### config.mk
export PLATFORM = sky130hd
export DESIGN_NAME = acc_seq
export DESIGN_NICKNAME = d
export VERILOG_FILES = /design/src/rtl/acc_pkg.sv /design/src/rtl/acc.sv /design/src/rtl/acc_seq.sv
export SDC_FILE = /design/constraint.sdc
export NUM_CORES = 1
export LEC_CHECK = 0
export ABC_AREA = 0
export BUFFER_PORTS_ARGS = -buffer_cell sky130_fd_sc_hd__buf_2
export CORE_UTILIZATION = 35
export DETAILED_ROUTE_END_ITERATION = 10
export GPL_ROUTABILITY_DRIVEN = 0
export MAX_ROUTING_LAYER = met4
export SYNTH_ARGS = -nofsm -noshare
export SYNTH_HDL_FRONTEND = slang
export SYNTH_HIERARCHICAL = 1
export SYNTH_SLANG_ARGS = --single-unit
### constraint.sdc
create_clock -name clk -period 2.4 [get_ports clk]
set_input_delay 0.48 -clock clk [delete_from_list [all_inputs] [get_ports clk]]
set_output_delay 0.48 -clock clk [all_outputs]
set_load 0.05 [all_outputs]
### src/rtl/acc_pkg.sv
// acc_pkg: shared types and constants for the acc add/sub datapath and its sequencer
package acc_pkg;
  localparam int ACC_W = 4;
  localparam logic OP_ADD = 1'b0;
  localparam logic OP_SUB = 1'b1;
  typedef enum logic [1:0] {IDLE, EXEC, RESP} acc_state_t;
endpackage

### src/rtl/acc.sv
// acc: 4-bit combinational adder/subtractor (c=0 add, c=1 subtract)
module acc
  import acc_pkg::*;
(
  input  logic [ACC_W-1:0] a,
  input  logic [ACC_W-1:0] b,
  input  logic             c,
  output logic [ACC_W-1:0] saida
);
  assign saida = c ? a - b : a + b;
endmodule

### src/rtl/acc_seq.sv
// acc_seq: valid/ready running-total unit around acc with carry/borrow and overflow flags.
// Define ACC_SAT_EN for saturating results; default build wraps modulo 2^W.
module acc_seq
  import acc_pkg::*;
#(
  parameter int W     = ACC_W,
  parameter int CNT_W = 4
) (
  input  logic             clk,
  input  logic             reset,
  input  logic             clr,
  input  logic             in_valid,
  output logic             in_ready,
  input  logic             op,
  input  logic [W-1:0]     operand,
  output logic [W-1:0]     acc_q,
  output logic             out_valid,
  input  logic             out_ready,
  output logic             cb,
  output logic             ovf,
  output logic [CNT_W-1:0] op_count
);
  acc_state_t state;
  logic op_r;
  logic [W-1:0] opnd_r;
  logic [W-1:0] saida;
  logic [W-1:0] nxt;
  logic cb_n;
  logic ovf_n;
  acc u_acc (.a(acc_q), .b(opnd_r), .c(op_r), .saida(saida));
  // ovf: result sign departs from acc_q when add operands agree in sign or sub operands differ
  always_comb begin
    cb_n  = (op_r == OP_SUB) ? (opnd_r > acc_q)
                             : ({1'b0, acc_q} + {1'b0, opnd_r} > {1'b0, {W{1'b1}}});
    ovf_n = (saida[W-1] != acc_q[W-1]) && ((op_r == OP_ADD) == (acc_q[W-1] == opnd_r[W-1]));
`ifdef ACC_SAT_EN
    nxt   = cb_n ? ((op_r == OP_ADD) ? {W{1'b1}} : {W{1'b0}}) : saida;
`else
    nxt   = saida;
`endif
  end
  always_ff @(posedge clk or posedge reset) begin
    if (reset) begin
      state     <= IDLE;
      op_r      <= OP_ADD;
      opnd_r    <= '0;
      acc_q     <= '0;
      cb        <= 1'b0;
      ovf       <= 1'b0;
      op_count  <= '0;
      in_ready  <= 1'b1;
      out_valid <= 1'b0;
    end else if (clr) begin
      state     <= IDLE;
      acc_q     <= '0;
      cb        <= 1'b0;
      ovf       <= 1'b0;
      op_count  <= '0;
      in_ready  <= 1'b1;
      out_valid <= 1'b0;
    end else begin
      case (state)
        IDLE: if (in_valid) begin
          op_r     <= op;
          opnd_r   <= operand;
          in_ready <= 1'b0;
          state    <= EXEC;
        end
        EXEC: begin
          acc_q     <= nxt;
          cb        <= cb_n;
          ovf       <= ovf_n;
          out_valid <= 1'b1;
          state     <= RESP;
        end
        RESP: if (out_ready) begin
          out_valid <= 1'b0;
          in_ready  <= 1'b1;
          op_count  <= op_count + CNT_W'(1);
          state     <= IDLE;
        end
        default: state <= IDLE;
      endcase
    end
  end
endmodule

---- Word-level counts from Yosys, hierarchy flattened ----
Index checks and enable logic that the tools add are counted.
cells by class
  add/sub/neg operators ................... 4
  multipliers ............................. 0
  divide/modulo/power cells ............... 0
  $lt $le $gt $ge ......................... 2
  equal/unequal tests ..................... 7
  shifts and indexed selects .............. 0
  muxes and demuxes ....................... 22
  bitwise operators ....................... 2
  reductions and logical operators ........ 12
operator list
  cell                                                            count
  2-to-1 mux 4 bit                                                6
  2-to-1 mux 1 bit                                                10
  2-to-1 mux 2 bit                                                3
  != test 3 bit (second input constant)                           2
  case mux 2 bit (3 select lines)                                 1
  AND reduction 2 bit                                             3
  AND reduction 3 bit                                             2
  nonzero test 2 bit                                              3
  nonzero test 3 bit                                              2
  adder 4 x 4 -> 5 bit                                            1
  greater-than comparator 5 x 4 -> 1 bit (second input constant)  1
  adder 4 x 1 -> 4 bit (second input constant)                    1
  adder 4 bit                                                     1
  greater-than comparator 4 bit                                   1
  case mux 1 bit (2 select lines)                                 2
  subtractor 4 bit                                                1
  == test 1 bit                                                   2
  == test 2 x 1 -> 1 bit (second input constant)                  1
  == test 2 bit (second input constant)                           1
  logical NOT 2 bit                                               1
  inverter 1 bit                                                  2
  logical AND 1 bit                                               1
  != test 1 bit                                                   1
storage, ports and cells
  flip-flop bits (word level) ............. 19
  bits in latches ......................... 0
  memory bits (writable) .................. 0
  ROM bits ................................ 0
  output and inout port bits .............. 12
  word-level logic and storage cells ...... 58
  memories kept ........................... 0

---- Logic depth before layout (Yosys ltp) ----
  depth after elaboration ................. 6
  mapped depth ............................ 11
  gate-level depth less buffers ........... 11

---- Cells and area by module ----
Netlist, hierarchy kept.
by module, submodules not included
  module   instances  cells each  area an instance (um^2)  sequential area each (um^2)
  acc_seq  1          97          1,049.8                  476.7
  acc      1          24          185.2                    0.0

---- Worst setup path before layout ----
No wires, ideal clock.
  path type ............................... register to register
  from .................................... reg opnd_r[1]
  to ...................................... reg ovf
  arrival ................................. 2.102 ns
  path slack .............................. 0.220 ns
  cell stages (with the launch flop) ...... 12
  period minus slack after synthesis ...... 2.180 ns
  cell sequence ........................... dfrtp_1 inv_1 ha_1 mux2_2 inv_1 ha_1 a21o_1 a21oi_1 xnor2_1 xor2_1 nand3_1 a21oi_1
on the way
  word-level cells in the longest chain between the ends .. 6
  elaborated cells between the ends (all ways) .. 7
ends and longest elaborated chain
  item                                             line           text
  start: declaration                               acc_seq.sv:25  logic [W-1:0] opnd_r;
  start signal: assignment                         acc_seq.sv:65  opnd_r <= operand;
  adder 4 bit or subtractor 4 bit (tied branches)  acc.sv:10      assign saida = c ? a - b : a + b;
  2-to-1 mux 4 bit (*)                             acc.sv:10
  via nxt[3]                                       acc_seq.sv:27  logic [W-1:0] nxt;
  != test 1 bit (*)                                acc_seq.sv:35  ovf_n = (saida[W-1] != acc_q[W-1]) && ((op_r == OP_ADD) == (acc_q[W-1] == opnd_r[W-1]));
  logical AND 1 bit (*)                            acc_seq.sv:35
  2-to-1 mux 1 bit (*)                             acc_seq.sv:62  case (state)
  2-to-1 mux 1 bit (*)                             acc_seq.sv:53  end else if (clr) begin
  end signal: assignment                           acc_seq.sv:72  ovf <= ovf_n;
  end: declaration                                 acc_seq.sv:20  output logic ovf,
Mark *: on every way through the listed nets, which the timed path passes. The rest lies on a longest branch. The select of a mux whose other input is x is not followed.
A chain may end at the register's enable or synchronous reset.

---- Worst setup path in the final report ----
  from .................................... reg opnd_r[0]
  to ...................................... reg ovf
Same word-level chain as after synthesis.

==> summary.md <==
| Metric | Value |
|---|---|
| Htree depth | 1 |
| Die Ht | around 61 um |
| #FFs+latches synth | 19 |
| DIE WIDTH | roughly 61 um |
| Hold Slack | between 0.2 and 0.3 ns |
| Crit path max fanout | 2 |
| DRC | 0 |
| Hold Path Class | in2async |
| CTS Hold Bufs | 0 |
| Worst Setup Start Kind | flip-flop |
| Netlist Area Pre-Place | about 0.0012 mm^2 |
| Fmax | about 450 MHz |
| Final wirelength | between 2 and 2.5 mm |
| Core footprint | around 0.0034 mm^2 |
| Clk_lat worst skew | approximately 0.3 ns |
| Root Driver | clkbuf_4 |
| Final WS setup | about 0.16 ns |
| Antenna cells | 0 |
| Grt ovf | 0 |
| Worst r2r src | opnd_r[0]$_DFFE_PP0P_ |
| Mapped Cells | around 120 |
| Dpl ws | 0.2021 ns |
| Multi-input gate area | roughly 670 um^2 |
| TritonCTS clock tree | done |
| WL/cell | roughly 12 um |
| Die ar. | about 0.0038 mm^2 |
| Most common cell in the netlist | dfrtp_1 |
| Syn_area_per_cell | roughly 10 um^2 |
| Placed Instance Area | ~0.0014 mm^2 |
| Top cells by count, synth | dfrtp_1 (18), inv_1 (15), a21oi_1 (12), ha_1 (12), nand2_1 (12) |
| Worst Setup SP | opnd_r[0]$_DFFE_PP0P_ |
| Final worst-path cycle share | 0.9340 |
| Total track usage | 0.1416 |
| ANT nets after route | 0 |
| FFs w/ async S/R, synth | 1.000 |
| Post-cts resize count | 0 |
| Gr busiest metal | met2 |
| EDFF count, synth | 0 |
| Final Critical Period | between 2 and 2.5 ns |
| Worst reg2reg path depth | 11 |
| Total Power | roughly 0.0010 W |
| Relative slew slack | 0.5323 |
| Synth area leaders | dfrtp_1 (36%), ha_1 (12%), a21oi_1 (4.9%) |
| Largest net degree at the start of global routing | 20 |
| Ys Warns | 6 |
| Final hold viol count | 0 |
| Syn_nets | 145 |
| Sink Count | 19 |
| Synth area leader | dfrtp_1 |
| FP Rows | 21 |
| Crit path capture | ovf$_DFFE_PP0P_ |
| Vias/cell | approximately 4.6 |
| Design area | ~0.0014 mm^2 |
| Detail Placement HPWL | ~1.8 mm |
| CP Capture Type | flip-flop |
| Boundary pin count | 22 |
| Post-CTS Setup Repair Bufs | 0 |
| FF-to-FF End | ovf$_DFFE_PP0P_ |
| Pins over their slew limit | 0 |
| First-pass GRT wire length | 3.594 mm |
| Inserted Clock Buffers | 3 |
| Share of cells above drive strength 1 | 0.2569 |
| Fill cells | between 300 and 400 |
| Layout Skew | around 0.0043 ns |
| Kind of critical path | reg2reg |
| Tightest Pin Transition | approximately 0.7 ns |
| Finish-stage setup viols | 0 |
| Sequential cell area | between 400 and 500 um^2 |
| DR pass1 iterations | 4 |
| Register area share after synthesis | 0.3860 |
| Routing usage on met1 | 0.1801 |
| Req. time, crit path | ~2.6 ns |
| R2r setup slk | between 0.15 and 0.2 ns |
| Final #Nets | between 150 and 200 |
| Setup_tns | 0 ns |
| Number of global-route vias before repair | between 700 and 800 |
| Leakage power | about 0.7 nW |
| Number of max-cap violations | 0 |
| Status | finished clean |
| Met2 global-route usage | 0.2096 |
| RSZ-0062 raised after global routing | false |
| Number of DRC markers in iteration 0 | 21 |
| Initial antenna violation count | 0 |
| Synth cell types | 32 |
| GR Layer Usage met3 | 0.02941 |
| Pwr/cell area | roughly 730 mW/mm^2 |
| Share of the synthesized area in the top cell type | 0.3647 |
| Crit path DAT | between 2 and 2.5 ns |
| # port buffers | 21 |
| Ys flop type | dfrtp_1 |
| CTS max path bufs | 2 |
| Via count | 869 |
| Synthesis-to-finish area growth | 14.08% |
| Peak supply drop | about 0.34 mV |
| Initial Utilization | 0.3672 |
| Clk slew on worst S/H paths | ~0.11 ns |
==> layout by cell type, fill, tap and decap left out, types with 6 or more instances in the layout <==
cell	count
buf_2	21
dfrtp_1	18
inv_1	15
nand2_1	12
a21oi_1	12
ha_1	12
xor2_1	6
nor2_1	6
==> layer usage <==
metal,wire length [um],vias up
li1,-,446
met1,1113,405
met2,1145,14
met3,67,4
met4,34,0
met5,0,-
==> report_power, final <==
group / switching [W] / internal, W / total (W)
registers: 0.0000519 / 0.000357 / 0.000409
logic: 0.000257 / 0.000191 / 0.000448
clock network: 0.000102 / 0.0000622 / 0.000165
==> through the flow <==
stage | instances | util
detailed placement | 186 | 0.4107
global placement | 186 | 0.4107
finish | 190 | 0.4189
CTS | 190 | 0.4189
global route | 190 | 0.4189
floorplan | 121 | -
==> flip-flops by register name, summed over array words and instances, names as in the netlist <==
register	count
cb	1
in_ready	1
op_count	4
opnd_r	4
acc_q	4
op_r	1
ovf	1
state	2
out_valid	1
==> area by class of cell <==
class / count / share of cell area
clock inverters: 1 / 0.003552
clock buffers: 3 / 0.01599
repair buffers: 23 / 0.08526
well taps: 46 / 0.04085
inverters: 15 / 0.03996
flip-flops and latches: 19 / 0.3384
multi-input cells: 83 / 0.4760
==> critical path, stage by stage, from the launching register on <==
cell     delay, ns
dfrtp_1       0.36
inv_1         0.04
ha_1          0.29
mux2_2        0.29
inv_1         0.06
ha_1          0.21
a21o_1        0.15
a21oi_1       0.18
xnor2_1       0.19
xor2_1        0.17
nand3_1       0.09
a21oi_1       0.14
==> how the worst min path moves through the flow <==
stage / from / end / slack (ns) / depth (start not counted)
floorplan: reset / acc_q[0]$_DFFE_PP0P_ / 0.43 / 1
global placement: ovf$_DFFE_PP0P_ / ovf$_DFFE_PP0P_ / 0.52 / 2
detailed placement: ovf$_DFFE_PP0P_ / ovf$_DFFE_PP0P_ / 0.51 / 2
CTS: reset / op_count[3]$_DFFE_PP0P_ / 0.29 / 2
global route: reset / op_count[3]$_DFFE_PP0P_ / 0.32 / 2
finish: reset / opnd_r[3]$_DFFE_PP0P_ / 0.26 / 2
==> kinds of logic (layout without fill, tap and decap cells) <==
group | count (synthesis) | in the layout | share of synthesized area
buffers and inverters | 19 | 42 | 0.07091
AO/OA/AOI/OAI | 18 | 18 | 0.1034
XOR/XNOR | 10 | 10 | 0.07092
flip-flops | 19 | 19 | 0.3860
AND/OR/NAND/NOR | 34 | 34 | 0.1520
multiplexers | 7 | 7 | 0.06281
adder cells (fa/ha/maj) | 14 | 14 | 0.1540
Power figures use the tool's default switching activity.
